### src/rtl/pwr_gate_ctrl.sv
// Per-domain clock-gating controller.
// Each domain counts consecutive idle (wfi) cycles before dropping its clock
// enable, then waits out a fixed PLL relock period after a wake request
// before clocking resumes. A system-wide PLL bypass request is raised
// while every domain is gated and nothing is asking to wake.
module pwr_gate_ctrl #(
  parameter int NUM_DOM     = 4,
  parameter int IDLE_CYCLES = 16,
  parameter int WAKE_CYCLES = 8,
  parameter int CNT_W       = 8
) (
  input  logic               clk,
  input  logic               reset,
  input  logic [NUM_DOM-1:0] wfi,
  input  logic [NUM_DOM-1:0] wake,
  input  logic [NUM_DOM-1:0] force_on,
  output logic [NUM_DOM-1:0] clk_en,
  output logic [NUM_DOM-1:0] gated,
  output logic [NUM_DOM-1:0] wake_ack,
  output logic               all_gated,
  output logic               pll_bypass
);

  typedef enum logic [1:0] {
    RUN   = 2'b00,
    HYST  = 2'b01,
    GATED = 2'b10,
    WAKE  = 2'b11
  } state_t;

  localparam logic [CNT_W-1:0] IDLE_LIM = CNT_W'(IDLE_CYCLES);
  localparam logic [CNT_W-1:0] WAKE_LIM = CNT_W'(WAKE_CYCLES);
  localparam logic [CNT_W-1:0] CNT_ONE  = CNT_W'(1);

  state_t             state_q [NUM_DOM];
  state_t             state_d [NUM_DOM];
  logic [CNT_W-1:0]   cnt_q   [NUM_DOM];
  logic [CNT_W-1:0]   cnt_d   [NUM_DOM];
  logic [NUM_DOM-1:0] wake_ack_q, wake_ack_d;
  logic               pll_bypass_q, pll_bypass_d;

  // A domain may only start or continue its idle count when nothing is
  // asking it to stay awake; wake and force_on always win over wfi.
  logic [NUM_DOM-1:0] idle_req;
  logic [NUM_DOM-1:0] wake_req;

  assign idle_req = wfi & ~wake & ~force_on;
  assign wake_req = wake | force_on;

  // State, counter and registered-pulse storage for all domains.
  always_ff @(posedge clk or posedge reset) begin
    if (reset) begin
      for (int d = 0; d < NUM_DOM; d++) begin
        state_q[d] <= RUN;
        cnt_q[d]   <= '0;
      end
      wake_ack_q   <= '0;
      pll_bypass_q <= 1'b0;
    end else begin
      // NOTE: non-blocking assignments here so every register samples the
      // pre-edge values computed by the combinational next-state logic.
      for (int d = 0; d < NUM_DOM; d++) begin
        state_q[d] <= state_d[d];
        cnt_q[d]   <= cnt_d[d];
      end
      wake_ack_q   <= wake_ack_d;
      pll_bypass_q <= pll_bypass_d;
    end
  end

  // Per-domain next-state and counter logic.
  always_comb begin
    for (int d = 0; d < NUM_DOM; d++) begin
      // NOTE: every target gets a hold/default value before the case so no
      // path through the branches can infer a latch.
      state_d[d]    = state_q[d];
      cnt_d[d]      = cnt_q[d];
      wake_ack_d[d] = 1'b0;
      unique case (state_q[d])
        RUN: begin
          if (idle_req[d]) begin
            if (IDLE_LIM == CNT_ONE) begin
              state_d[d] = GATED;
              cnt_d[d]   = '0;
            end else begin
              state_d[d] = HYST;
              cnt_d[d]   = CNT_ONE;
            end
          end
        end
        HYST: begin
          if (idle_req[d]) begin
            if (cnt_q[d] + CNT_ONE == IDLE_LIM) begin
              state_d[d] = GATED;
              cnt_d[d]   = '0;
            end else begin
              cnt_d[d]   = cnt_q[d] + CNT_ONE;
            end
          end else begin
            state_d[d] = RUN;
            cnt_d[d]   = '0;
          end
        end
        GATED: begin
          if (wake_req[d]) begin
            state_d[d] = WAKE;
            cnt_d[d]   = '0;
          end
        end
        WAKE: begin
          // The relock period runs to completion regardless of inputs.
          if (cnt_q[d] + CNT_ONE == WAKE_LIM) begin
            state_d[d]    = RUN;
            cnt_d[d]      = '0;
            wake_ack_d[d] = 1'b1;
          end else begin
            cnt_d[d]      = cnt_q[d] + CNT_ONE;
          end
        end
        default: begin
          state_d[d] = RUN;
          cnt_d[d]   = '0;
        end
      endcase
    end
  end

  // Output decode straight from the state registers (no input paths).
  always_comb begin
    for (int d = 0; d < NUM_DOM; d++) begin
      clk_en[d] = (state_q[d] == RUN) || (state_q[d] == HYST);
      gated[d]  = (state_q[d] == GATED);
    end
  end

  assign all_gated  = &gated;
  assign wake_ack   = wake_ack_q;
  assign pll_bypass = pll_bypass_q;

  // Bypass drops on the very edge a wake is sampled, before any domain
  // has left GATED, so the PLL is relocking during the WAKE period.
  assign pll_bypass_d = all_gated & ~(|wake_req);

endmodule
### config.mk
export PLATFORM = sky130hd
export DESIGN_NAME = pwr_gate_ctrl
export DESIGN_NICKNAME = d
export VERILOG_FILES = /design/src/rtl/pwr_gate_ctrl.sv
export SDC_FILE = /design/constraint.sdc
export NUM_CORES = 1
export LEC_CHECK = 0
export BUFFER_PORTS_ARGS = -buffer_cell sky130_fd_sc_hd__buf_2
export CAP_MARGIN = 5
export CORE_MARGIN = 8
export CORE_UTILIZATION = 40
export CTS_CLUSTER_DIAMETER = 50
export DETAILED_ROUTE_END_ITERATION = 16
export GPL_TIMING_DRIVEN = 0
export SETUP_SLACK_MARGIN = 0.4
export SYNTH_ARGS = -nofsm -noshare
export SYNTH_HDL_FRONTEND = slang
export SYNTH_SLANG_ARGS = --single-unit
### constraint.sdc
create_clock -name clk -period 2.1 [get_ports clk]
set_input_delay 0.105 -clock clk [delete_from_list [all_inputs] [get_ports clk]]
set_output_delay 0.105 -clock clk [all_outputs]
set_load 0.01 [all_outputs]
# ---- After elaboration in Yosys (flattened, before gate mapping)
# Index checks and enable logic that the tools add are counted.
# W data, S select, Z words.
dict set report totals {
  reg_bits 45
  input_bits 14
  out_inout_bits 14
  wordCells 131
}
dict set report op_classes {
  n_addsub 4
  eq_ne 36
  muxes 56
  n_bitwise 7
  reduce_logical 18
}
# op count
set ops {}
lappend ops {{$mux W8} 20}
lappend ops {{$pmux W8 S4} 4}
lappend ops {{$mux W2} 20}
lappend ops {{$add A8 B1 Y8 const B} 4}
lappend ops {{$eq A8 B4 Y1 const B} 4}
lappend ops {{$eq A8 B5 Y1 const B} 4}
lappend ops {{$pmux W2 S4} 4}
lappend ops {{$reduce_and A4 Y1} 5}
lappend ops {{$eq A2 B2 Y1 const B} 8}
lappend ops {{$ne A2 B2 Y1 const B} 8}
lappend ops {{$ne A3 B3 Y1 const B} 4}
lappend ops {{$and A4 B4 Y4} 2}
lappend ops {{$eq A2 B1 Y1 const B} 4}
lappend ops {{$logic_not A2 Y1} 4}
lappend ops {{$mux W1} 8}
lappend ops {{$ne A2 B1 Y1 const B} 4}
lappend ops {{$not A4 Y4} 2}
lappend ops {{$reduce_and A2 Y1} 4}
lappend ops {{$logic_or A1 B1 Y1} 4}
lappend ops {{$or A4 B4 Y4} 1}
lappend ops {{$reduce_or A4 Y1} 1}
lappend ops {{$and A1 B1 Y1} 1}
lappend ops {{$not A1 Y1} 1}

# ---- Depth between registers and ports, before layout
dict set report logic_depth {
  word_depth 5
  depth_mapped 7
}

# ---- Worst setup path after synthesis
# OpenSTA, ideal clock, no wires.
dict set report synth_timing {
  kind {reg2reg}
  startpoint {register cnt_q[24] in the netlist's numbering}
  endpoint {register cnt_q[30] in the netlist's numbering}
  arrival_time_ns 1.701
  required_time_ns 2.021
  slack_ns 0.319
  stages_incl_launch_ff 8
  path_buffers 0
  period_less_slack_ns 1.781
  path_cell_list {dfrtp_1 -> ha_1 -> and2_2 -> nor4b_4 -> a32o_1 -> a32oi_1 -> a21oi_1 -> mux2i_1}
}
dict set report synth_via {
  elab_chain_len 5
  elab_cells_between_ends 7
  classes_between {add/sub (1); eq/ne (2); mux (4)}
}
# item line_no
set synth_rtl {}
lappend synth_rtl {{start: declaration} 37} ;# logic [CNT_W-1:0] cnt_q [NUM_DOM];
lappend synth_rtl {{start signal: indexed assignment} 64} ;# cnt_q[d] <= cnt_d[d];
lappend synth_rtl {{$add A8 B1 Y8 *} -}
lappend synth_rtl {{$eq A8 B5 Y1} 93} ;# if (cnt_q[d] + CNT_ONE == IDLE_LIM) begin
lappend synth_rtl {{$mux W8} 93}
lappend synth_rtl {{$mux W8} 92} ;# if (idle_req[d]) begin
lappend synth_rtl {{$pmux W8 S4 *} 79} ;# unique case (state_q[d])
# Every way passes the cells marked *; elsewhere a longest branch is shown, timed or not.
# A chain may end at the register's enable or synchronous reset.

# ---- Worst setup path in the final report
dict set report layout_timing {
  startpoint {register cnt_q[9] in the netlist's numbering}
  endpoint {register cnt_q[12] in the netlist's numbering}
}
# The elaborated chain is that of the path after synthesis.

==> flow_summary.yaml <==
cts:
  clock_insertion_delay_worst_skew_ns: 0.31
  cts.sinks: 45
  htreeDepth: 2
  cts_made_buffers: 5
  cts_tree: "built"
  clkTransAtPathRegs_ns: 0.09
  cts-root-buf: "clkbuf_8"
  ctsLongestPathBuffers: 2
drt:
  first_pass_iters: 4
  drt-initial-drc-count: 70
  via_per_inst: 5.383
  drtAntennaViolNets: 0
  num_vias: 2729
  drcViolationCount: 0
  wire_per_inst_um: 14.53
  wl_mm: 7.366
floorplanning:
  fp.dieArea_um2: 10280
  num_rows: 31
  die_h_um: 101.4
  die_w_um: 101.4
  start_util_pct: 40.65
  io_pins: 28
  design.core.area_um2: 7176
pwr:
  p_leak_nw: 1.657
  irDropWorstVdd_mv: 0.4971
  power_frac_clock_pct: 21.0
  power_mw: 3.274
  seqPwrFrac_pct: 37.7
  pwr-share-comb_pct: 41.3
  netSwitchingPower_mw: 1.288
  p_per_area_nw_per_um2: 877.1
  swShare_pct: 39.35
  p_int_mw: 1.985
sta:
  worst_pin_slew_ns: 0.4956
  slew-limit-headroom_pct: 66.61
  fmax_mhz: 575.0
  grt_setup_unrepaired: "yes"
  hold_viol: 0
  slew_violations: 0
  fin_setup_tns_ns: 0
  holdWs_ns: 0.1234
  skew_ns: 0.01233
  finalCritPeriodShare_pct: 82.81
  period_minus_slack_ns: 1.739
  setup_viol: 0
worst_hold_path:
  hold_class: "in -> reg"
synth:
  synth_top_area_cell: "dfrtp_1"
  yosysSeqAreaShare_pct: 38.61
  synth_top_area_share_pct: 38.61
  synth_edf_count: 0
  async_flop_share_pct: 100.0
  synthesis.nets: 365
  yosys_warnings: 0
  syn_inst: 347
  syn_area_per_cell_um2: 8.405
  netlist_area_um2: 2917
  ys_types: 59
  synth_flop_cell: "dfrtp_1"
  synth_seq_cells: 45
  synth.area.top_cells: "dfrtp_1, nand2_1, o21ai_0"
cells_and_area:
  finalInstanceArea_um2: 3732
  diodes: 0
  area_delta_synth_final_pct: 27.97
  drive_above_1_share_pct: 32.35
  fillers: 684
  fin_nets: 425
global_route:
  antenna_found_initial: 0
  grtUsageTotal_pct: 14.49
  grt_pass1_vias: 2488
  grt-ovfl-total: 0
  grt_pass1_wl_mm: 11.92
  grt_max_degree: 41
run:
  max_cap_violations: 0
outcome:
  status: "completed"
setup_path:
  cp-end-kind: "flip-flop"
  worstPathMaxFanout: 5
  worstPathRequired_ns: 2.30
  cp_data_arrival_time_ns: 1.94
  timing_worst_setup_path_type: "reg -> reg"
  start_kind: "flip-flop"
place:
  port_buffers: 27
  placed_cell_area_um2: 3208
  hpwl_mm: 4.927
  routabilityCongestion: 0.8639
==> sequential cells by signal, indices dropped and copies added (netlist names), named ones only <==
name,count
cnt_q,32
pll_bypass,1
state_q,4
wake_ack,4
==> critical path, stage by stage (launching register included) <==
cell,delay [ns]
dfrtp_2,0.46
and3_4,0.19
buf_6,0.12
a21o_1,0.17
a221oi_4,0.35
o21ai_1,0.12
a32o_1,0.22
==> cells in the final DEF, fill, tap and decap left out, types with 3 or more instances in the layout <==
master    count
and3_1        4
o21ai_2       4
buf_4        26
ha_4          3
a21o_1        9
buf_2        30
nor2b_1       3
o21ai_1      10
o22ai_1       3
inv_1        11
or2_2         3
nor3_1        7
nand2_1      46
a211oi_1      3
a22o_1        6
and2_1        5
and2_4        4
nand2b_1      3
mux2i_1       4
nor2_1       30
nor3_2        4
o21ai_0      24
nand3_1      14
nor2_2        6
o31ai_1       3
a21oi_1      21
buf_6         4
dfrtp_1      36
clkbuf_8      5
dfrtp_2       9
xnor2_1       6
and4_1        4
==> area by class of cell <==
class / count / area, um^2 / share of cell area, %
clock inverters: 3 / 46.29 / 1.240
repair buffers: 53 / 349.1 / 9.353
inverters: 13 / 48.80 / 1.307
flip-flops and latches: 45 / 1137 / 30.47
clock buffers: 5 / 68.82 / 1.844
well taps: 99 / 123.9 / 3.319
multi-input cells: 277 / 1873 / 50.18
plain buffers: 12 / 85.08 / 2.280
==> synth_stat cells, types with 3 or more instances <==
cell / instances
nor3_1: 10
and3_1: 6
mux2i_1: 4
xnor2_1: 6
nand2b_1: 3
a211oi_1: 4
buf_2: 3
and2_1: 7
dfrtp_1: 45
a22o_1: 6
nand3_1: 16
o21ai_0: 31
nor2_1: 35
and4_1: 4
a21oi_1: 21
nand2_1: 48
o31ai_1: 3
buf_4: 4
clkbuf_1: 3
nor2b_1: 4
a21o_1: 9
o21ai_1: 6
inv_1: 13
ha_1: 4
o22ai_1: 4
or2_2: 3
==> final timing paths <==
kind / from / end / slack [ns] / depth (start not counted)
worst min-delay path: wfi[3] / flip-flop / 0.12 / 3
max in group asynchronous: reset / cnt_q[1]$_DFFE_PP0P_ / 1.40 / 4
worst max-delay path: cnt_q[9]$_DFFE_PP0P_ / cnt_q[12]$_DFFE_PP0P_ / 0.36 / 6
worst min register to register: cnt_q[30]$_DFFE_PP0P_ / cnt_q[30]$_DFFE_PP0P_ / 0.57 / 1
worst max register to register: cnt_q[9]$_DFFE_PP0P_ / cnt_q[12]$_DFFE_PP0P_ / 0.36 / 6
min in group asynchronous: reset / cnt_q[19]$_DFFE_PP0P_ / 0.23 / 3
==> through the flow <==
stage          setup slack (ns)  utilization, %  cells
6_report                 0.3610           52.01    507
5_1_grt                  0.2839           52.01    507
4_1_cts                  0.3669           49.76    501
3_5_place_dp             0.1374           44.71    474
3_3_place_gp             0.1409           44.43    473
2_1_floorplan            0.3924               -    347
==> logic make-up (layout without fill, tap and decap cells) <==
logic type      Yosys count  after routing  share of synthesized area (%)
buf+inv                  25             86                          4.376
compound gates          106            106                          23.81
simple gates            154            154                          27.33
flops                    45             45                          38.61
fa+ha+maj                 4              4                          1.716
mux                       5              5                          1.759
xor+xnor                  8              8                          2.402
==> what timing repair did <==
item | in CTS | in global routing
pin swaps | 11 | 13
resized for setup | 31 | 35
endpoints found under the setup margin | 24 | 31
setup buffers | 18 | 6
cloned | 0 | 0
hold buffers | 1 | 0
endpoints found under the hold margin | 45 | 0
==> power groups by stage <==
stage                     sequential (mW)  combinational (mW)  clock [mW]
after global placement               1.22                1.03           0
after detailed placement             1.23                1.06           0
after global routing                 1.26                1.50       0.744
after floorplan                      1.18               0.792           0
final                                1.24                1.35       0.686
after CTS                            1.21                1.25       0.710
==> routing by layer <==
metal	track usage, %	up-vias	wire (um)
li1	-	1373	-
met1	18.97	1317	3530
met2	23.28	35	3506
met3	3.436	4	259
met4	3.895	0	70
met5	0	-	0
Note: power is estimated with default switching activity, not from simulation.
